### config.mk
export PLATFORM = sky130hd
export DESIGN_NAME = block_sync_ctrl
export DESIGN_NICKNAME = d
export VERILOG_FILES = /design/src/rtl/block_sync_ctrl.sv
export SDC_FILE = /design/constraint.sdc
export NUM_CORES = 1
export LEC_CHECK = 0
export BUFFER_PORTS_ARGS = -buffer_cell sky130_fd_sc_hd__buf_2
export CAP_MARGIN = 15
export CORE_UTILIZATION = 50
export DETAILED_ROUTE_END_ITERATION = 16
export HOLD_SLACK_MARGIN = 0.05
export PLACE_DENSITY_LB_ADDON = 0.25
export SETUP_SLACK_MARGIN = 0.4
export SLEW_MARGIN = 10
export SYNTH_ARGS = -nofsm -noshare
export SYNTH_HDL_FRONTEND = slang
export SYNTH_SLANG_ARGS = --single-unit
### constraint.sdc
create_clock -name clk_i -period 2.5 [get_ports clk_i]
set_input_delay 0.125 -clock clk_i [delete_from_list [all_inputs] [get_ports clk_i]]
set_output_delay 0.125 -clock clk_i [all_outputs]
set_load 0.005 [all_outputs]
### src/rtl/block_sync_ctrl.sv
// 66b block-sync control FSM: HOLDOFF -> SEARCH -> CONFIRM -> LOCKED with windowed loss detection.
// Optional lock statistics outputs are enabled by defining BLOCK_SYNC_STATS_EN.
module block_sync_ctrl #(
  parameter int unsigned HOLD_N    = 16,
  parameter int unsigned CONFIRM_N = 32,
  parameter int unsigned WIN_N     = 64,
  parameter int unsigned BAD_MAX   = 8
) (
  input  logic       clk_i,
  input  logic       rst_ni,
  input  logic       cand_dv_i,
  input  logic [6:0] cand_offset_i,
  input  logic       hdr_dv_i,
  input  logic [1:0] hdr_i,
  input  logic       restart_i,
  output logic [6:0] offset_o,
  output logic       offset_ld_o,
  output logic       locked_o,
  output logic [1:0] state_o
`ifdef BLOCK_SYNC_STATS_EN
  ,
  output logic [7:0] lock_loss_cnt_o,
  output logic [7:0] relock_cnt_o
`endif
);

  localparam int unsigned HoldW = $clog2(HOLD_N + 1);
  localparam int unsigned GoodW = $clog2(CONFIRM_N + 1);
  localparam int unsigned WinW  = $clog2(WIN_N + 1);
  localparam int unsigned BadW  = $clog2(BAD_MAX + 1);

  localparam logic [HoldW-1:0] HoldLast = HoldW'(HOLD_N - 1);
  localparam logic [GoodW-1:0] GoodLast = GoodW'(CONFIRM_N - 1);
  localparam logic [WinW-1:0]  WinLast  = WinW'(WIN_N - 1);
  localparam logic [BadW-1:0]  BadLimit = BadW'(BAD_MAX);
  localparam logic [6:0]       MaxOffset = 7'd65;

  typedef enum logic [1:0] {
    StHoldoff = 2'b00,
    StSearch  = 2'b01,
    StConfirm = 2'b10,
    StLocked  = 2'b11
  } state_e;

  state_e           state_q, state_d;
  logic [6:0]       offset_q, offset_d;
  logic             ld_q, ld_d;
  logic             locked_q, locked_d;
  logic [HoldW-1:0] hold_q, hold_d;
  logic [GoodW-1:0] good_q, good_d;
  logic [WinW-1:0]  win_q, win_d;
  logic [BadW-1:0]  bad_q, bad_d, bad_nxt;
  logic             hdr_ok;

  // 01 (data) and 10 (command) are the only legal sync headers.
  assign hdr_ok  = hdr_i[1] ^ hdr_i[0];
  assign bad_nxt = bad_q + BadW'(!hdr_ok);

  always_comb begin
    state_d  = state_q;
    offset_d = offset_q;
    ld_d     = 1'b0;
    hold_d   = hold_q;
    good_d   = good_q;
    win_d    = win_q;
    bad_d    = bad_q;

    if (restart_i) begin
      state_d = StHoldoff;
      hold_d  = '0;
      good_d  = '0;
      win_d   = '0;
      bad_d   = '0;
    end else begin
      unique case (state_q)
        StHoldoff: begin
          if (cand_dv_i) begin
            if (hold_q == HoldLast) begin
              state_d = StSearch;
              hold_d  = '0;
            end else begin
              hold_d = hold_q + 1'b1;
            end
          end
        end
        StSearch: begin
          if (cand_dv_i && (cand_offset_i <= MaxOffset)) begin
            state_d  = StConfirm;
            offset_d = cand_offset_i;
            ld_d     = 1'b1;
            good_d   = '0;
          end
        end
        StConfirm: begin
          if (hdr_dv_i) begin
            if (!hdr_ok) begin
              state_d = StHoldoff;
              good_d  = '0;
            end else if (good_q == GoodLast) begin
              state_d = StLocked;
              good_d  = '0;
              win_d   = '0;
              bad_d   = '0;
            end else begin
              good_d = good_q + 1'b1;
            end
          end
        end
        StLocked: begin
          if (hdr_dv_i) begin
            // Loss of lock wins over the window rollover on the final sample.
            if (bad_nxt == BadLimit) begin
              state_d = StHoldoff;
              win_d   = '0;
              bad_d   = '0;
            end else if (win_q == WinLast) begin
              win_d = '0;
              bad_d = '0;
            end else begin
              win_d = win_q + 1'b1;
              bad_d = bad_nxt;
            end
          end
        end
      endcase
    end

    locked_d = (state_d == StLocked);
  end

  always_ff @(posedge clk_i or negedge rst_ni) begin
    if (!rst_ni) begin
      state_q  <= StHoldoff;
      offset_q <= '0;
      ld_q     <= 1'b0;
      locked_q <= 1'b0;
      hold_q   <= '0;
      good_q   <= '0;
      win_q    <= '0;
      bad_q    <= '0;
    end else begin
      state_q  <= state_d;
      offset_q <= offset_d;
      ld_q     <= ld_d;
      locked_q <= locked_d;
      hold_q   <= hold_d;
      good_q   <= good_d;
      win_q    <= win_d;
      bad_q    <= bad_d;
    end
  end

  assign offset_o    = offset_q;
  assign offset_ld_o = ld_q;
  assign locked_o    = locked_q;
  assign state_o     = state_q;

`ifdef BLOCK_SYNC_STATS_EN
  logic [7:0] loss_q, relock_q;
  logic       locked_once_q;

  always_ff @(posedge clk_i or negedge rst_ni) begin
    if (!rst_ni) begin
      loss_q        <= '0;
      relock_q      <= '0;
      locked_once_q <= 1'b0;
    end else begin
      if (state_q == StLocked && state_d == StHoldoff && loss_q != 8'hFF) begin
        loss_q <= loss_q + 1'b1;
      end
      if (state_q == StConfirm && state_d == StLocked) begin
        locked_once_q <= 1'b1;
        if (locked_once_q && relock_q != 8'hFF) begin
          relock_q <= relock_q + 1'b1;
        end
      end
    end
  end

  assign lock_loss_cnt_o = loss_q;
  assign relock_cnt_o    = relock_q;
`endif

endmodule

; ---- Word-level counts from Yosys, hierarchy flattened
; Index checks and enable logic that the tools add are counted.
[totals]
register_bits = 33
input_bits = 14
out_inout_bits = 11
word_cells = 78
[classes]
add_sub_neg = 4
order_cmp = 1
eq_ne = 13
mux = 39
n_bitwise = 2
n_reduce_logical = 11
[op_table]
columns = operator, n
row1 = $mux 7, 7
row2 = $mux 6, 5
row3 = $mux 4, 7
row4 = $mux 5, 4
row5 = $mux 2, 9
row6 = $ne 3x3->1 const B, 5
row7 = $pmux 7 s2, 1
row8 = $pmux 6 s2, 1
row9 = $pmux 2 s4, 1
row10 = $pmux 4 s2, 1
row11 = $add 7x1->7 const B, 1
row12 = $eq 7x6->1 const B, 1
row13 = $le 7x7->1 const B, 1
row14 = $add 6x1->6 const B, 1
row15 = $eq 2x2->1 const B, 3
row16 = $eq 6x5->1 const B, 1
row17 = $reduce_and 3->1, 2
row18 = $reduce_bool 3->1, 2
row19 = $add 5x1->5 const B, 1
row20 = $eq 5x4->1 const B, 1
row21 = $reduce_and 5->1, 1
row22 = $add 4x1->4, 1
row23 = $eq 4x4->1 const B, 1
row24 = $reduce_bool 2->1, 2
row25 = 8 further kinds, 10

; ---- Longest topological paths before layout
; Gate-level depths: netlist of the first run.
[logic_depth]
word_depth = 9
ltp_mapped = 9
ltp_nobuf = 9

; ---- Least setup slack after synthesis of the first run
; Ideal clock, no wire load.
[synth_path]
kind = input to register
from = input hdr_i[0]
to = register win_q[4]
setup_time_ns = 0.121
t_arrival_ns = 1.788
required_time_ns = 2.379
slack_ns = 0.591
cell_stages = 9
path_cell_list = xor2_2 > inv_2 > ha_1 > ha_1 > xor2_1 > nor3_1 > a21boi_0 > and2b_2 > a22o_1
[synth_via]
elab_chain_len = 8
word_cells_on_any_way = 10
classes_between = 1 x add/sub / 2 x eq/ne / 4 x mux / 1 x bitwise / 2 x reduce/logical
[synth_lines]
columns = element, line_no
row1 = "start, declared", 14  ; input logic [1:0] hdr_i,
row2 = $xor 1x1->1 (*), 56  ; assign hdr_ok = hdr_i[1] ^ hdr_i[0];
row3 = $logic_not 1->1, n/a
row4 = $add 4x1->4, 57  ; assign bad_nxt = bad_q + BadW'(!hdr_ok);
row5 = $eq 4x4->1, 112  ; if (bad_nxt == BadLimit) begin
row6 = $mux 7, 112
row7 = $mux 7, 110  ; if (hdr_dv_i) begin
row8 = $pmux 7 s2, 75  ; unique case (state_q)
row9 = $mux 7, 68  ; if (restart_i) begin
row10 = "end signal, assigned", 148  ; win_q <= win_d;
row11 = "end, declared", 51  ; logic [WinW-1:0] win_q, win_d;
; Every way passes the cells marked *; elsewhere a longest branch is shown, timed or not. The select of a mux whose other input is x is not followed.
; A chain may end at the register's enable or synchronous reset.

; ---- Worst setup path after layout of the first run
[layout_path]
from = register good_q[0]
to = register win_q[3]
[layout_via]
elab_chain_len = 3
[layout_lines]
columns = element, line_no
row1 = "start, declared", 50  ; logic [GoodW-1:0] good_q, good_d;
row2 = "start signal, assigned", 147  ; good_q <= good_d;
row3 = $eq 6x5->1, 99  ; end else if (good_q == GoodLast) begin
row4 = $ne 3x3->1 (no line), n/a
row5 = $reduce_and 5->1 (no line), n/a
; Every way passes these cells.

==> summary.md, run 1 <==
| Metric | Value |
|---|---|
| First-pass GRT wire length | `6180 um` |
| Primary FF master, synth | `dfrtp_1` |
| # setup viols final | `0` |
| Final GP Congestion | `0.795` |
| CTS tree | `yes` |
| Final Core Density | `65.1%` |
| Antenna violations before repair | `0` |
| Fraction of registers with async set/reset | `100%` |
| Min cycle time layout | `1.97 ns` |
| Total Wirelength | `3700 um` |
| Gr ovfl total | `0` |
| Initial core utilization | `54.6%` |
| DP Cell Count | `238` |
| Synth warn | `0` |
| Delay of the slowest critical-path stage | `0.43 ns` |
| Area Growth Syn to Fin | `19.2%` |
| Data required, critical path | `2.71 ns` |
| Seq/Total Area, Yosys | `48.0%` |
| Clock Path Buffers | `2` |
| Crit-path slowest cell | `o41a_1` |
| R2r worst-path depth | `6` |
| Wire per inst | `14.6 um` |
| Worst min path class | `input pin to flop` |
| Worst-Margin Slew | `0.733 ns` |
| Root buffer cell | `clkbuf_4` |
| Avg Inst Size Synth | `9.95 sq um` |
| Final Non-Filler Cells | `254` |
| Critical Path Start Type | `flop` |
| F_max | `508 MHz` |
| Layout cells sized above 1 | `24.8%` |
| Core footprint | `3150 sq um` |
| Router iterations before antenna repair | `4` |
| Vias in the first global route | `1440` |
| Mapped Nets | `192` |
| Die height | `60.7 um` |
| Yosys top cell area share | `48.0%` |
| Mapped Cells | `173` |
| Post-CTS Setup Inserts | `0` |
| Final net count | `228` |
| Post-route ant nets | `0` |
| Full die area | `3680 sq um` |
| Status | `completed` |
| Residual DRC | `0` |
| Syn Std Cell Area | `1720 sq um` |
| Cell area after layout | `2050 sq um` |
| Gr usage total | `23.3%` |
| Peak VDD IR | `0.000390 V` |
| H-tree depth | `2` |
| Final Power | `1.05 mW` |
| CTS sink count | `33` |
| IO Count | `25` |
| Area leader, netlist | `dfrtp_1` |
| Fin crit share | `78.7%` |
| Final Hold Viols | `0` |
| Largest net degree at the start of global routing | `34` |
| Setup Skew | `0.0104 ns` |
| Clk Latency, worst-skew pair | `0.34 ns` |
| Crit path DAT | `2.18 ns` |
| Num CTS Buffers | `5` |
| DP Area | `1880 sq um` |
| Final Max Slew Viols | `0` |
| Pleak | `0.995 nW` |
| Worst-path cell chain | `ha_1 -> nand3_1 -> o41a_1 -> buf_4 -> a32oi_1 -> o41ai_2` |
| WS Path Type | `flop to flop` |
| Iteration-0 DRC Markers | `95` |
| RSZ-0062 raised after global routing | `false` |
| Pwr dens | `511 nW/um^2` |
| DP Wirelength | `2650 um` |
| Vias per cell | `5.68` |
| Num rows | `20` |
| Top cells by area, synth | `dfrtp_1 (48%), mux2_2 (4.6%), nand2_1 (4.1%)` |
| Post-synthesis sequential element count | `33` |
| Buffers on Ports | `24` |
| Cell depth of the worst min-delay path | `2` |
| Register clock-pin slew on the reported worst setup and hold paths | `0.10 ns` |
| Slew Limit Headroom | `51.1%` |
| Synth unique cells | `50` |
| Setup TNS Final | `0 ns` |
| Setup crit end kind | `flop` |
| Die Wd | `60.7 um` |
| Maximum fanout along the worst path | `12` |
| EDFF count, synth | `0` |
| N_diodes | `0` |
| DR vias | `1442` |
| Max-Cap Viols | `0` |
[through the flow]
stage	hold WS, ns	setup WS (ns)
finish	0.0754	0.532
global route	0.0685	0.403
CTS	0.0735	0.434
detailed placement	0.228	0.285
global placement	0.206	0.345
floorplan	-0.171	0.591
[Yosys cell counts (2+ instances only)]
cell type	instances
nor2_1	15
nand2b_1	4
nand3_1	8
dfrtp_1	33
inv_1	5
nand2_1	19
mux2_2	7
ha_1	5
nand4_1	2
a31oi_1	4
xor2_1	2
a22o_2	4
o31ai_1	4
and2_1	3
a21oi_1	5
clkbuf_1	3
nor2b_1	4
nor3_1	3
o21ai_0	12
[worst max-delay path, delay by kind of cell, from the launching register on]
| kind | cells | cell delay (ns) |
|---|---|---|
| AO/OA/AOI/OAI | 3 | 0.81 |
| adder cells (fa/ha/maj) | 1 | 0.24 |
| AND/OR/NAND/NOR | 1 | 0.18 |
| flip-flops | 1 | 0.40 |
| buffers and inverters | 1 | 0.21 |
[cells by family after synthesis]
logic type | Yosys count | synth area share (%)
compound gates | 44 | 18.2
xor+xnor | 4 | 2.47
fa+ha+maj | 5 | 3.63
buf+inv | 10 | 2.62
flops | 33 | 48.0
mux | 8 | 5.16
simple gates | 69 | 19.9
[worst paths after layout]
path,from,slack (ns),end
max in group asynchronous,rst_ni,1.66,bad_q[3]$_DFFE_PN0P_
max reg2reg,good_q[0]$_DFFE_PN0P_,0.53,win_q[3]$_DFFE_PN0P_
min in group asynchronous,rst_ni,0.37,hold_q[2]$_DFFE_PN0P_
min reg2reg,good_q[5]$_DFFE_PN0P_,0.47,good_q[5]$_DFFE_PN0P_
max,good_q[0]$_DFFE_PN0P_,0.53,win_q[3]$_DFFE_PN0P_
min,restart_i,0.08,hold_q[3]$_DFFE_PN0P_
[metal layers]
metal  GRT usage [%]  routed length [um]  vias to the layer above
li1                -                   -                      700
met1            26.1                1500                      698
met2            40.2                1990                       35
met3            7.89                 142                        9
met4            10.7                  63                        0
met5               0                   0                        -
[report_power, final]
group | internal [mW] | total (mW) | switching (mW) | leakage, nW
logic | 0.0378 | 0.0839 | 0.0462 | 0.491
registers | 0.543 | 0.548 | 0.00574 | 0.458
clock network | 0.239 | 0.417 | 0.178 | 0.0455
total | 0.819 | 1.05 | 0.230 | 0.995
[flip-flops by register name (all words and copies together), names as in the netlist]
signal       flops
offset_o         7
win_q            7
good_q           6
hold_q           5
bad_q            4
state_o          2
locked_o         1
offset_ld_o      1
[cell type report]
type                            instances  area, sq um
Clock buffer                            7         55.1
Clock inverter                          1         30.0
Fill cell                             267         1100
Inverter                                6         22.5
Multi-Input combinational cell        130          856
Sequential cell                        33          826
Tap cell                               44         55.1
Timing Repair Buffer                   33          208
[repair_timing]
| action | 4_1_cts | 5_1_grt |
|---|---|---|
| gates resized for setup | 0 | 2 |
| hold buffers | 8 | 0 |
| endpoints found under the setup margin | 0 | 7 |
| endpoints found under the hold margin | 40 | 0 |
[layout by cell type, fill, tap and decap left out, types with 5 or more instances in the layout]
| cell | count |
|---|---|
| ha_1 | 5 |
| buf_2 | 24 |
| dfrtp_1 | 33 |
| nand3_1 | 8 |
| o21ai_0 | 12 |
| clkbuf_4 | 5 |
| a21oi_1 | 5 |
| mux2_2 | 7 |
| nand2_1 | 19 |
| dlygate4sd3_1 | 8 |
| inv_1 | 5 |
| nor2_1 | 15 |
Note: power is estimated with default switching activity, not from simulation.
==> inputs of run 2 (changes only) <==
==> constraint.sdc (replaced) <==
create_clock -name clk_i -period 2 [get_ports clk_i]
set_input_delay 0.1 -clock clk_i [delete_from_list [all_inputs] [get_ports clk_i]]
set_output_delay 0.1 -clock clk_i [all_outputs]
set_load 0.005 [all_outputs]
==> run 2 against run 1 <==
  * Via count grew 7.9%
  * Utilization grew 10 points
  * Clock power grew 49%
  * Die area is the same
  * Critical path depth is the same
  * Setup slack lost 0.37 ns
  * Critical endpoint is now win_q[1]$_DFFE_PN0P_
  * Largest cell class unchanged
==> summary.md, run 2 (synthesized netlist as in run 1, its figures left out) <==
| Metric | Value |
|---|---|
| Status | `completed` |
| Hold_sp | `restart_i` |
| Min cycle time layout | `1.83 ns (-0.134 ns)` |
| R2r worst-path depth | `6 (unchanged)` |
| Sw power | `0.310 mW (+35%)` |
| Commonest non-fill, non-tap cell in the layout | `dfrtp_1` |
| Area Growth Syn to Fin | `38.0%` |
| IO Count | `25 (unchanged)` |
| DP Wirelength | `2580 um (-2.8%)` |
| Residual DRC | `0 (unchanged)` |
| Buffers on Ports | `24 (unchanged)` |
| Largest net degree at the start of global routing | `34 (unchanged)` |
| Setup TNS Final | `0 ns (unchanged)` |
| Worst min path class | `input pin to flop` |
| R2r setup slk | `0.17 ns (-0.37 ns)` |
| Crit-path slowest cell | `xnor2_1` |
| Critical Path Start Type | `flop` |
| Crit path to | `win_q[1]$_DFFE_PN0P_` |
| Pwr dens | `604 nW/um^2 (+18%)` |
| F_max | `545 MHz (+7.3%)` |
| # setup viols final | `0 (unchanged)` |
| Fill cells | `216 (-19%)` |
| Initial core utilization | `54.6% (unchanged)` |
| Peak VDD IR | `0.000434 V (+11%)` |
| Final Core Density | `75.4% (+10 points)` |
| Commonest cells after routing, fill and taps aside | `dfrtp_1 (32), buf_2 (24), nand2_1 (17)` |
| Layout cells sized above 1 | `40.2% (+15 points)` |
| CTS sink count | `33 (unchanged)` |
| Num rows | `20 (unchanged)` |
| Final GP Congestion | `0.772 (-2.9%)` |
| Num CTS Buffers | `5 (unchanged)` |
| Worst-Margin Slew | `0.729 ns (-0.00348 ns)` |
| Final net count | `242 (+6.1%)` |
| Root buffer cell | `clkbuf_4` |
| Core footprint | `3150 sq um (unchanged)` |
| Gate power share | `8.9% (+0.9 points)` |
| Vias per cell | `5.81 (+2.3%)` |
| Die height | `60.7 um (unchanged)` |
| Clk network pwr share | `43.4% (+3.6 points)` |
| Clock Path Buffers | `2 (unchanged)` |
| Gr usage total | `25.6% (+2.3 points)` |
| Launch point of the worst reg-to-reg path | `bad_q[0]$_DFFE_PN0P_` |
| CTS tree | `yes` |
| DR vias | `1556 (+7.9%)` |
| Worst-path cell chain | `ha_4 -> nand3_1 -> xnor2_1 -> a21boi_2 -> and2b_2 -> a22o_2` |
| Delay of the slowest critical-path stage | `0.43 ns (about the same)` |
| Full die area | `3680 sq um (unchanged)` |
| Iteration-0 DRC Markers | `109 (+15%)` |
| CP Launch Point | `bad_q[0]$_DFFE_PN0P_` |
| Register clock-pin slew on the reported worst setup and hold paths | `0.11 ns (about the same)` |
| Fin crit share | `91.7% (+13 points)` |
| Share of power burned in registers | `47.7% (-4.5 points)` |
| Setup crit end kind | `flop` |
| Pleak | `1.11 nW (+11%)` |
| Max-Cap Viols | `0 (unchanged)` |
| Sw Share | `21.6% (-0.34 points)` |
| Wire per inst | `16.1 um (+11%)` |
| Final Max Slew Viols | `0 (unchanged)` |
| RSZ-0062 raised after global routing | `true` |
| Die Wd | `60.7 um (unchanged)` |
| RR Endpoint | `win_q[1]$_DFFE_PN0P_` |
| P_int | `1.12 mW (+37%)` |
| H-tree depth | `2 (unchanged)` |
| Total Wirelength | `4320 um (+17%)` |
| N_diodes | `0 (unchanged)` |
| Crit path DAT | `2.07 ns (-0.11 ns)` |
| Slew Limit Headroom | `51.4% (+0.23 points)` |
| Vias in the first global route | `1504 (+4.4%)` |
| WS Path Type | `flop to flop` |
| Final Hold Viols | `0 (unchanged)` |
| Antenna violations before repair | `0 (unchanged)` |
| Maximum fanout along the worst path | `4 (-8)` |
| Setup Skew | `0.0107 ns (+0.000350 ns)` |
| Clk Latency, worst-skew pair | `0.35 ns (about the same)` |
| Router iterations before antenna repair | `4 (unchanged)` |
| Gr ovfl total | `0 (unchanged)` |
| First-pass GRT wire length | `6810 um (+10%)` |
| Data required, critical path | `2.24 ns (-0.47 ns)` |
| Post-route ant nets | `0 (unchanged)` |
-- run 2: cell types whose count changed in the layout (fill, tap and decap cells not counted), moves of 3 or more --
cell	delta
buf_4	+10
ha_1	-4
ha_4	+4
o21ai_0	-4
buf_6	+3
o21ai_1	+4
-- run 2: worst max-delay path, delay by kind of cell (launching register included) --
family          cells  cell delay (ns)
compound gates      2             0.38
xor+xnor            1             0.43
fa+ha+maj           1             0.17
flops               1             0.40
simple gates        2             0.34
-- run 2: stage by stage --
stage	std cells	hold WS (ns)	setup WS (ns)	instance area, sq um	power, mW
5_1_grt	268	0.0745	0.0726	2380	1.48
3_5_place_dp	239	0.198	0.0227	1930	0.793
6_report	268	0.0515	0.167	2380	1.43
2_1_floorplan	173	-0.196	0.290	1760	0.745
4_1_cts	263	0.0533	0.213	2220	1.43
3_3_place_gp	239	0.184	0.0815	1930	0.789
-- run 2: layout make-up --
cell class / instances / area [sq um] / share of cell area, %
multi-input combinational: 130 / 1040 / 43.8
sequential: 33 / 827 / 34.8
timing repair buffer: 47 / 329 / 13.8
clock inverter: 3 / 65.1 / 2.74
tap: 44 / 55.1 / 2.32
clock buffer: 5 / 37.5 / 1.58
inverter: 6 / 22.5 / 0.948
-- run 2: worst min path at each step --
stage	endpoint	cells after the start
2_1_floorplan	bad_q[0]$_DFFE_PN0P_	0
3_3_place_gp	good_q[2]$_DFFE_PN0P_	1
3_5_place_dp	good_q[3]$_DFFE_PN0P_	1
4_1_cts	state_o[0]$_DFF_PN0_	3
5_1_grt	state_o[1]$_DFF_PN0_	2
6_report	state_o[0]$_DFF_PN0_	2
-- run 2: routing by layer --
metal	vias up	track usage (%)	wire (um)
li1	726	-	-
met2	62	43.0	2220
met4	0	10.7	93
met5	-	0	0
met3	14	4.90	211
met1	754	32.4	1790
-- run 2: what timing repair did --
action,CTS,global route
endpoints found under the hold margin,40,0
gates resized for setup,15,22
setup endpoints to repair,22,30
hold buffers,8,0
buffers inserted,8,5
pin swaps,6,12
-- run 2: power by group through the flow --
stage                     sequential, mW  combinational [mW]  clock [mW]
final                              0.684               0.127       0.622
after global routing               0.686               0.141       0.655
after CTS                          0.685               0.118       0.630
after detailed placement           0.698              0.0957           0
after global placement             0.697              0.0922           0
after floorplan                    0.698              0.0468           0
